[src/rtl/codebook_b1_f_dec.sv]
// ============================================================================
// codebook_b1_f_dec : bit-serial decoder for codebook-1 flush codewords
// Revision 1.0
// ============================================================================
`timescale 1ns/1ps
`default_nettype none

module codebook_b1_f_dec #(
   parameter int CODEBOOK_LENGTH_MAX = 64,
   parameter int ENCODE_DATALENGTH   = 21
) (
   input  logic                           clk_i,
   input  logic                           rst_n_i,
   input  logic                           clear_i,
   input  logic                           bit_i,
   input  logic                           bit_valid_i,
   output logic                           bit_ready_o,
   output logic                           dec_valid_o,
   input  logic                           dec_ready_i,
   output logic [5:0]                     dec_cnt_o,
   output logic [CODEBOOK_LENGTH_MAX-1:0] dec_data_o,
   output logic [5:0]                     dec_length_o,
   output logic                           dec_err_o
);

   typedef enum logic [1:0] {
      ST_ACC  = 2'd0,
      ST_HOLD = 2'd1,
      ST_ERR  = 2'd2
   } state_e;

   state_e                          state_q, state_d;
   logic [ENCODE_DATALENGTH-1:0]    acc_q, acc_d;
   logic [5:0]                      cnt_q, cnt_d;
   logic [5:0]                      dec_cnt_q, dec_cnt_d;
   logic [CODEBOOK_LENGTH_MAX-1:0]  dec_data_q, dec_data_d;
   logic [5:0]                      dec_len_q, dec_len_d;

   logic [ENCODE_DATALENGTH-1:0]    acc_shift;
   logic [5:0]                      cnt_inc;
   logic                            hit;
   logic [5:0]                      hit_cnt;
   logic [11:0]                     hit_data;

   // Table match on the accumulator as it will be after accepting bit_i.
   always_comb begin
      acc_shift = (acc_q << 1) | ENCODE_DATALENGTH'(bit_i);
      cnt_inc   = cnt_q + 6'd1;
      hit       = 1'b0;
      hit_cnt   = 6'd0;
      hit_data  = 12'h000;
      case (cnt_inc)
         6'd6: if (acc_shift[5:0] == 6'b101101) begin
            hit = 1'b1; hit_cnt = 6'd1; hit_data = 12'h00F;
         end
         6'd8: if (acc_shift[7:0] == 8'b11010100) begin
            hit = 1'b1; hit_cnt = 6'd2; hit_data = 12'h00F;
         end
         6'd9: case (acc_shift[8:0])
            9'b111010101: begin hit = 1'b1; hit_cnt = 6'd2; hit_data = 12'h02F; end
            9'b111010010: begin hit = 1'b1; hit_cnt = 6'd2; hit_data = 12'h01F; end
            default: ;
         endcase
         6'd11: case (acc_shift[10:0])
            11'b11111100101: begin hit = 1'b1; hit_cnt = 6'd3; hit_data = 12'h00F; end
            11'b11111100111: begin hit = 1'b1; hit_cnt = 6'd3; hit_data = 12'h03F; end
            11'b11111101010: begin hit = 1'b1; hit_cnt = 6'd3; hit_data = 12'h04F; end
            default: ;
         endcase
         6'd12: case (acc_shift[11:0])
            12'b111111101001: begin hit = 1'b1; hit_cnt = 6'd2; hit_data = 12'h0AF; end
            12'b111111111000: begin hit = 1'b1; hit_cnt = 6'd3; hit_data = 12'h23F; end
            12'b111111110000: begin hit = 1'b1; hit_cnt = 6'd3; hit_data = 12'h13F; end
            12'b111111110011: begin hit = 1'b1; hit_cnt = 6'd3; hit_data = 12'h15F; end
            default: ;
         endcase
         6'd13: case (acc_shift[12:0])
            13'b1111111111111: begin hit = 1'b1; hit_cnt = 6'd3; hit_data = 12'h25F; end
            13'b1111111111100: begin hit = 1'b1; hit_cnt = 6'd3; hit_data = 12'h16F; end
            default: ;
         endcase
         default: ;
      endcase
   end

   always_comb begin
      state_d    = state_q;
      acc_d      = acc_q;
      cnt_d      = cnt_q;
      dec_cnt_d  = dec_cnt_q;
      dec_data_d = dec_data_q;
      dec_len_d  = dec_len_q;
      case (state_q)
         ST_ACC: begin
            if (bit_valid_i) begin
               if (hit) begin
                  state_d    = ST_HOLD;
                  acc_d      = '0;
                  cnt_d      = 6'd0;
                  dec_cnt_d  = hit_cnt;
                  dec_data_d = CODEBOOK_LENGTH_MAX'(hit_data);
                  dec_len_d  = cnt_inc;
               end else begin
                  acc_d = acc_shift;
                  cnt_d = cnt_inc;
                  if (cnt_inc == 6'd13) begin
                     state_d = ST_ERR;
                  end
               end
            end
         end
         ST_HOLD: begin
            if (dec_ready_i) begin
               state_d = ST_ACC;
            end
         end
         ST_ERR: ;
         default: state_d = ST_ACC;
      endcase
   end

   always_ff @(posedge clk_i) begin
      if (!rst_n_i || clear_i) begin
         state_q    <= ST_ACC;
         acc_q      <= '0;
         cnt_q      <= 6'd0;
         dec_cnt_q  <= 6'd0;
         dec_data_q <= '0;
         dec_len_q  <= 6'd0;
      end else begin
         state_q    <= state_d;
         acc_q      <= acc_d;
         cnt_q      <= cnt_d;
         dec_cnt_q  <= dec_cnt_d;
         dec_data_q <= dec_data_d;
         dec_len_q  <= dec_len_d;
      end
   end

   assign bit_ready_o  = (state_q == ST_ACC);
   assign dec_valid_o  = (state_q == ST_HOLD);
   assign dec_err_o    = (state_q == ST_ERR);
   assign dec_cnt_o    = dec_cnt_q;
   assign dec_data_o   = dec_data_q;
   assign dec_length_o = dec_len_q;

endmodule

`default_nettype wire

[config.mk]
export PLATFORM = sky130hd
export DESIGN_NAME = codebook_b1_f_dec
export DESIGN_NICKNAME = d
export VERILOG_FILES = /design/src/rtl/codebook_b1_f_dec.sv
export SDC_FILE = /design/constraint.sdc
export NUM_CORES = 1
export LEC_CHECK = 0
export BUFFER_PORTS_ARGS = -buffer_cell sky130_fd_sc_hd__buf_2
export CAP_MARGIN = 0
export CORE_ASPECT_RATIO = 1.5
export CORE_MARGIN = 3
export CORE_UTILIZATION = 40
export DETAILED_ROUTE_END_ITERATION = 16
export PLACE_DENSITY = 0.66
export SLEW_MARGIN = 20
export SYNTH_ARGS = -nofsm -noshare
export SYNTH_HDL_FRONTEND = slang
export SYNTH_SLANG_ARGS = --single-unit
[constraint.sdc]
create_clock -name clk_i -period 2.8 [get_ports clk_i]
set_clock_uncertainty 0.2 [all_clocks]
set_input_delay 0.28 -clock clk_i [delete_from_list [all_inputs] [get_ports clk_i]]
set_output_delay 0.28 -clock clk_i [all_outputs]
set_load 0.05 [all_outputs]
### Yosys cells after proc, flatten, opt, wreduce, memory -nomap -nowiden

Index checks and enable logic that the tools add are counted.

| storage, ports and cells | value |
|---|---|
| register bits after elaboration | 44 |
| bits of input ports | 6 |
| output and inout port bits | 79 |
| logic and storage cells | 72 |

| operators by class | value |
|---|---|
| add/subtract/negate cells | 1 |
| equality and inequality tests | 24 |
| mux-type cells | 28 |
| bitwise logic cells | 2 |
| reductions and logical operators | 11 |

Operators with widths:

| operator | count |
|---|---|
| $pmux W10 S6 | 1 |
| $eq A12 B12 Y1 const B | 4 |
| $pmux W10 S4 | 1 |
| $eq A11 B11 Y1 const B | 3 |
| $eq A6 B4 Y1 const B | 5 |
| $eq A13 B13 Y1 const B | 2 |
| $pmux W7 S3 | 1 |
| $pmux W10 S2 | 1 |
| $eq A9 B9 Y1 const B | 2 |
| $mux W2 | 8 |
| $or A13 B1 Y13 | 1 |
| $mux W12 | 1 |
| $pmux W2 S6 | 1 |
| $pmux W6 S2 | 1 |
| $eq A8 B8 Y1 const B | 1 |
| $mux W4 | 2 |
| $mux W1 | 7 |
| $add A6 B1 Y6 const B | 1 |
| $eq A6 B3 Y1 const B | 1 |
| $eq A6 B6 Y1 const B | 1 |
| $mux W6 | 1 |
| $pmux W1 S6 | 1 |
| $pmux W2 S3 | 1 |
| $reduce_or A3 Y1 | 2 |
| other kinds (15) | 16 |

### Logic depth before layout (Yosys ltp)

Gate-level depths: netlist of the first run.

| logic depth | value |
|---|---|
| depth in word-level cells | 8 |
| mapped depth | 10 |
| depth with buffers taken out | 8 |

### Worst setup path before layout of the first run

OpenSTA, ideal clock, no wires.

| timing path | value |
|---|---|
| kind | flip-flop to flip-flop |
| start | register cnt_q[0] |
| end | register dec_data_q[7] (netlist: dec_data_o[7]) |
| setup time | 0.128 ns |
| arrival | 2.257 ns |
| required time | 2.472 ns |
| setup slack | 0.215 ns |
| cell stages (with the launch flop) | 10 |
| path buffers | 2 |
| clock period less this slack | 2.585 ns |
| path through | dfxtp_1 ha_1 buf_2 nand3_1 a211oi_1 nor3_1 o41ai_4 buf_6 mux2i_1 nor2_1 |

| on the way | value |
|---|---|
| cells in the longest elaborated chain, start to end | 4 |
| elaborated cells on any way between the ends | 10 |
| those cells by class | add/sub (1); eq/ne (6); mux (2); reduce/logical (1) |

Ends and longest elaborated chain:

| what | RTL line | RTL |
|---|---|---|
| start, declared | 34 | `logic [5:0] cnt_q, cnt_d;` |
| start signal, assigned | 133 | `cnt_q <= cnt_d;` |
| $add A6 B1 Y6 * | 48 | `cnt_inc = cnt_q + 6'd1;` |
| $eq A6 B4 Y1 or $eq A6 B3 Y1 (tied branches) | 52 | `case (cnt_inc)` |
| $pmux W1 S6 | 52 |  |
| $reduce_and A3 Y1 (no line) | -- |  |
| end signal, assigned | 135 | `dec_data_q <= dec_data_d;` |
| end, declared | 36 | `logic [CODEBOOK_LENGTH_MAX-1:0] dec_data_q, dec_data_d;` |

Mark *: on every way between the ends. The rest lies on a longest branch, timed or not.
A chain may end at the register's enable or synchronous reset.

### Worst setup path after layout of the first run

| timing path | value |
|---|---|
| start | register cnt_q[0] |
| end | register dec_data_q[8] (netlist: dec_data_o[8]) |

Same word-level chain as after synthesis.

==> reports/metrics.yaml, run 1 <==
run_status:
  outcome: "completed"
timing:
  finalWorstSetupSlack_ps: 155
  worst_slew_pin_slew_ps: 664
  maxSlewViolCount: 0
  hold_viol: 0
  max_freq_mhz: 378
  fin_crit_ps: 2640
  relSlewSlack_pct: 55.7
  whs_ps: 48.4
  setup_viol: 0
  finalCritPeriodShare_pct: 94.5
placement:
  dp_slack_ps: 29.2
  place_inst: 405
  io_buffers: 26
  place_area_sq_mm: 0.00246
  dp_hpwl_um: 4090
  place_congestion: 0.924
setup_path:
  crit_top_cell: "buf_4"
  path_cells: "buf_4 -> and3b_1 -> o2111a_2 -> o21a_4 -> and3_4 -> o41ai_4 -> buf_4 -> mux2i_1 -> nor2_1"
  path_class: "reg2reg"
  cp-end-kind: "register"
  cpPeakStageDelay_ps: 390
  path_max_fanout: 14
  start_kind: "register"
  arrival_ps: 2600
  crit_required_ps: 2750
  slowest_stage: "o41ai_4"
  rrSetupSlack_ps: 160
job:
  maxCapViolCount: 0
logic_synthesis:
  synthCells: 315
  post_synth.cell_area_avg_sq_um: 7.88
  synth_warnings: 0
  ys_types: 49
  synth-main-ff-cell: "dfxtp_1"
  ys_ff_latch: 35
  syn_area_sq_mm: 0.00248
  synth_edf_count: 0
  ys_seq_area_share_pct: 28.2
  async_flop_share_pct: 0
die:
  die-width_um: 70.3
  num_rows: 34
  start_util_pct: 42.0
  core-area_sq_mm: 0.00591
  num_io_pins: 85
  die_h_um: 102
  die-area_sq_mm: 0.00720
cells_and_area:
  final_cell_mix: "conb_1 (58), dfxtp_1 (34), nand2_1 (29)"
  num-fill-cells: 633
  drive_gt1_share_pct: 18.7
  fin_cells: 414
  finalNetCount: 352
  final_common_cell: "conb_1"
  antenna_cells: 0
  area_growth_pct: 4.54
  design_area_sq_mm: 0.00259
drt:
  wirelength_um: 5470
  drc: 0
  ant_nets: 0
  vias: 2053
  via_per_inst: 4.96
  dr.first_iter.drc_count: 125
  routedWlPerCell_um: 13.2
  drtPass1Iterations: 4
clock_tree:
  htreeDepth: 2
  clk_pin_slew_ps: 80
  clockRootBuffer: "clkbuf_8"
  cts-buffers-inserted: 5
  cts_sinks: 35
  cts_tree: "done"
  clock_path_buffers: 2
  clock_latency_ps: 290
global_route:
  grt_first_pass_wirelength_um: 8440
  antenna_found_initial: 0
  overflow: 0
  grt_pass1_vias: 1876
  track_usage_pct: 14.6
  grt_max_degree: 19
power:
  total_power_mw: 1.08
  p_per_area_mw_per_mm2: 417
  vdd_drop_max_mv: 0.213
  pwr-share-clk_pct: 33.9
  switchingPower_uw: 396
  p_seq_share_pct: 46.3
  netSwitchingFraction_pct: 36.6
  power_frac_comb_pct: 19.8
  p_int_uw: 686
  p_leak_nw: 1.13
hold_path:
  min-delay-path-class: "in2reg"
-- flip-flops by register name, summed over array words and instances, names as in the netlist --
name	cells
acc_q	12
state_q	2
dec_length_o	6
dec_cnt_o	2
dec_data_o	7
cnt_q	6
-- final cells by class --
class	instances	area (sq um)	share of cell area, %
Tap cell	72	90.1	3.47
Multi-Input combinational cell	253	1460	56.4
Timing Repair Buffer	39	228	8.78
Clock inverter	2	12.5	0.482
Inverter	7	26.3	1.01
Clock buffer	6	72.6	2.80
Sequential cell	35	702	27.1
-- synthesized netlist by cell type (7+ instances only) --
library cell	number	area share, %
a21oi_1	22	4.4
and3_1	7	1.8
buf_4	62	19
clkbuf_1	8	1.2
dfxtp_1	35	28
inv_1	7	1.1
nand2_1	29	4.4
nand3_1	17	3.4
nor2_1	23	3.5
nor2b_1	11	2.8
nor3_1	11	2.2
-- through the flow --
stage / utilization [%] / setup TNS (ps)
after CTS: 43.1 / 0
final: 43.9 / 0
after detailed placement: 41.6 / 0
after global placement: 41.6 / 0
after global routing: 43.9 / -3.10
after floorplan: - / 0
-- critical path: cells and delay by family (launching register included) --
family	cells	cell delay [ps]
buffers and inverters	2	440
and+or+nand+nor	3	420
AOI/OAI and AO/OA	3	920
DFF	1	320
muxes	1	200
-- cell families after synthesis --
kind of cell / share of synthesized area [%]
and+or+nand+nor: 28.2
DFF: 28.2
xor gates and xnor gates: 0.706
adders and majority gates: 2.52
other: 0.151
AOI/OAI and AO/OA: 14.8
muxes: 2.42
buffers and inverters: 22.9
-- timing repair --
action,CTS,global route
setup endpoints to repair,0,19
setup buffers,0,1
gates resized for setup,0,8
hold buffers,0,0
-- layer usage --
layer  share of wire, %  vias up  routed length [um]  track usage [%]
met5                  0        -                   0                0
met2                 52       78                2830             25.9
met4                4.5        0                 245             11.1
met3                4.9       23                 269             2.17
li1                   -     1018                   -                -
met1                 39      934                2130             15.4
-- power groups by stage --
stage / clock (mW) / combinational [mW] / sequential (mW)
floorplan: 0 / 0.260 / 0.512
global placement: 0 / 0.212 / 0.512
detailed placement: 0 / 0.212 / 0.513
CTS: 0.377 / 0.213 / 0.501
global route: 0.394 / 0.223 / 0.501
finish: 0.367 / 0.215 / 0.501
-- worst paths after layout --
kind                                  start             to  depth (start not counted)
worst max-delay path               cnt_q[0]  dec_data_o[8]                          9
worst min-delay path            dec_ready_i     state_q[0]                          3
worst max register to register     cnt_q[0]  dec_data_o[8]                          9
worst min register to register    acc_q[11]      acc_q[11]                          2
Power figures use the tool's default switching activity.
==> run 2, diff against run 1 <==
--- a/config.mk
+++ b/config.mk
@@ -7,11 +7,12 @@
 export LEC_CHECK = 0
 export BUFFER_PORTS_ARGS = -buffer_cell sky130_fd_sc_hd__buf_2
 export CAP_MARGIN = 0
-export CORE_ASPECT_RATIO = 1.5
+export CORE_ASPECT_RATIO = 0.5
 export CORE_MARGIN = 3
 export CORE_UTILIZATION = 40
 export DETAILED_ROUTE_END_ITERATION = 16
 export PLACE_DENSITY = 0.66
+export SETUP_SLACK_MARGIN = 0.3
 export SLEW_MARGIN = 20
 export SYNTH_ARGS = -nofsm -noshare
 export SYNTH_HDL_FRONTEND = slang
==> run 2 against run 1 <==
First-iteration DRC count shrank 8.0%. Hold slack gained 24 ps. Fmax grew 5.6%. Non-clock buffer count grew 14. Sequential power is essentially flat. Power grew 15%. Global-route usage grew 0.74 points. Final cell count grew 6.3%. Routed wire length grew 7.1%. Via count grew 7.2%. Register-to-register slack gained 140 ps.
==> reports/metrics.yaml, run 2 (synthesized netlist as in run 1, its figures left out) <==
run_status:
  outcome: "completed"
placement:
  place_area_sq_mm: 0.00252  # +2.2%
  place_congestion: 0.956  # +3.6%
  io_buffers: 26  # unchanged
  dp_slack_ps: -50.1  # -79.4 ps
  dp_hpwl_um: 3990  # -2.4%
cells_and_area:
  antenna_cells: 0  # unchanged
  num-fill-cells: 509  # -20%
  final_cell_mix: "conb_1 (58), dfxtp_1 (31), nand2_1 (29)"
  multi_input_area_sq_mm: 0.00156  # +6.4%
  drive_gt1_share_pct: 25.0  # +6.3 points
  finalNetCount: 366  # +4.0%
  largest_reg_flops: 12  # unchanged
  final_common_cell: "conb_1"
  regMostFlops: "acc_q"
  seqCellArea_sq_um: 711  # +1.2%
  design_area_sq_mm: 0.00289  # +11%
  area_growth_pct: 16.4
drt:
  routedWlPerCell_um: 13.3  # +0.76%
  dr.first_iter.drc_count: 115  # -8.0%
  drc: 0  # unchanged
  drtPass1Iterations: 4  # unchanged
  wirelength_um: 5860  # +7.1%
  via_per_inst: 5.00  # +0.83%
  ant_nets: 0  # unchanged
  vias: 2200  # +7.2%
setup_path:
  reg2reg_from: "cnt_q[0]"
  r2r-end: "dec_length_o[0]"
  path_max_fanout: 7  # -7
  crit_start: "cnt_q[0]"
  path_class: "reg2reg"
  start_kind: "register"
  cp-end-kind: "register"
  cp-endpoint: "dec_length_o[0]"
  arrival_ps: 2450  # -150 ps
  ff2ff_path_depth: 9  # unchanged
  rrSetupSlack_ps: 290  # +140 ps
  crit_required_ps: 2740  # about the same
clock_tree:
  clockRootBuffer: "clkbuf_16"
  cts_sinks: 35  # unchanged
  cts-buffers-inserted: 5  # unchanged
  clk_pin_slew_ps: 50  # -30 ps
  htreeDepth: 2  # unchanged
  clock_path_buffers: 2  # unchanged
  clock_latency_ps: 280  # about the same
  cts_tree: "done"
timing:
  worst_slew_pin_slew_ps: 561  # -104 ps
  setup_viol: 0  # unchanged
  finalCritPeriodShare_pct: 89.5  # -5.0 points
  maxSlewViolCount: 0  # unchanged
  finalWorstSetupSlack_ps: 294  # +139 ps
  max_freq_mhz: 399  # +5.6%
  tns_ps: 0  # unchanged
  rsz0062_at_grt: "yes"
  fin_crit_ps: 2510  # -139 ps
  hold_viol: 0  # unchanged
  relSlewSlack_pct: 62.5  # +6.8 points
global_route:
  overflow: 0  # unchanged
  grt_max_degree: 19  # unchanged
  track_usage_pct: 15.3  # +0.74 points
  grt_first_pass_wirelength_um: 8940  # +6.0%
  grt_pass1_vias: 1934  # +3.1%
  antenna_found_initial: 0  # unchanged
die:
  die-area_sq_mm: 0.00724  # +0.52%
  core-area_sq_mm: 0.00573  # -3.1%
  die-width_um: 117  # +67%
  start_util_pct: 43.3  # +1.3 points
  die_h_um: 61.7  # -40%
  num_io_pins: 85  # unchanged
  num_rows: 19  # -44%
hold_path:
  min-delay-path-class: "in2reg"
power:
  p_per_area_mw_per_mm2: 431  # +3.3%
  vdd_drop_max_mv: 0.214  # +0.72%
  p_leak_nw: 1.26  # +12%
job:
  maxCapViolCount: 0  # unchanged
[run 2: cell types whose count changed in the layout (fill, tap and decap cells not counted), moves of 2 or more]
cell / before / now
buf_4: 13 / 20
clkbuf_8: 5 / 0
dfxtp_1: 34 / 31
clkbuf_16: 0 / 5
dfxtp_4: 0 / 2
buf_6: 0 / 6
nor3_1: 10 / 8
[run 2: power breakdown]
part / total, mW / internal (mW) / switching [mW]
registers: 0.501 / 0.499 / 0.00274
clock network: 0.527 / 0.328 / 0.198
logic: 0.217 / 0.0149 / 0.202
[run 2: routing by layer]
| layer | up-vias | track usage, % | share of wire, % |
|---|---|---|---|
| li1 | 1047 | - | - |
| met5 | - | 0 | 0 |
| met3 | 10 | 3.71 | 8.1 |
| met1 | 1037 | 18.0 | 43 |
| met4 | 0 | 8.35 | 1.9 |
| met2 | 106 | 27.3 | 47 |
[run 2: critical path: stages, from the launching register on]
cell      delay, ps
dfxtp_4         370
and3b_1         200
o2111a_2        290
o21ai_4         180
buf_6           130
o32ai_2          70
o41ai_4         470
buf_4           200
mux2i_1         200
nor2_1           70
[run 2: worst min path at each step]
| stage | from | end | depth (start not counted) |
|---|---|---|---|
| CTS | dec_ready_i | state_q[0] | 3 |
| detailed placement | acc_q[11] | acc_q[11] | 2 |
| global route | dec_ready_i | state_q[0] | 3 |
| floorplan | bit_i | acc_q[0] | 2 |
| global placement | acc_q[11] | acc_q[11] | 2 |
| finish | dec_ready_i | state_q[0] | 3 |
[run 2: metrics by stage]
stage	total power [mW]	cells	hold WS, ps	utilization, %
floorplan	0.773	372	232	-
global placement	0.723	420	241	43.9
detailed placement	0.724	420	252	43.9
CTS	1.25	437	75.6	49.0
global route	1.28	440	108	50.4
finish	1.25	440	72.2	50.4
[run 2: repair_timing]
action / 4_1_cts / 5_1_grt
pin swaps: 4 / 4
setup buffers: 8 / 3
endpoints found under the setup margin: 30 / 27
hold buffers: 0 / 0
gates resized for setup: 20 / 11
gates cloned: 1 / 0
[run 2: final cells by class]
class                           count  share of cell area (%)
Multi-Input combinational cell    253                    53.9
Clock buffer                        7                    4.59
Sequential cell                    35                    24.6
Inverter                            7                   0.909
Clock inverter                      1                   0.173
Timing Repair Buffer               53                    12.2
Tap cell                           84                    3.64
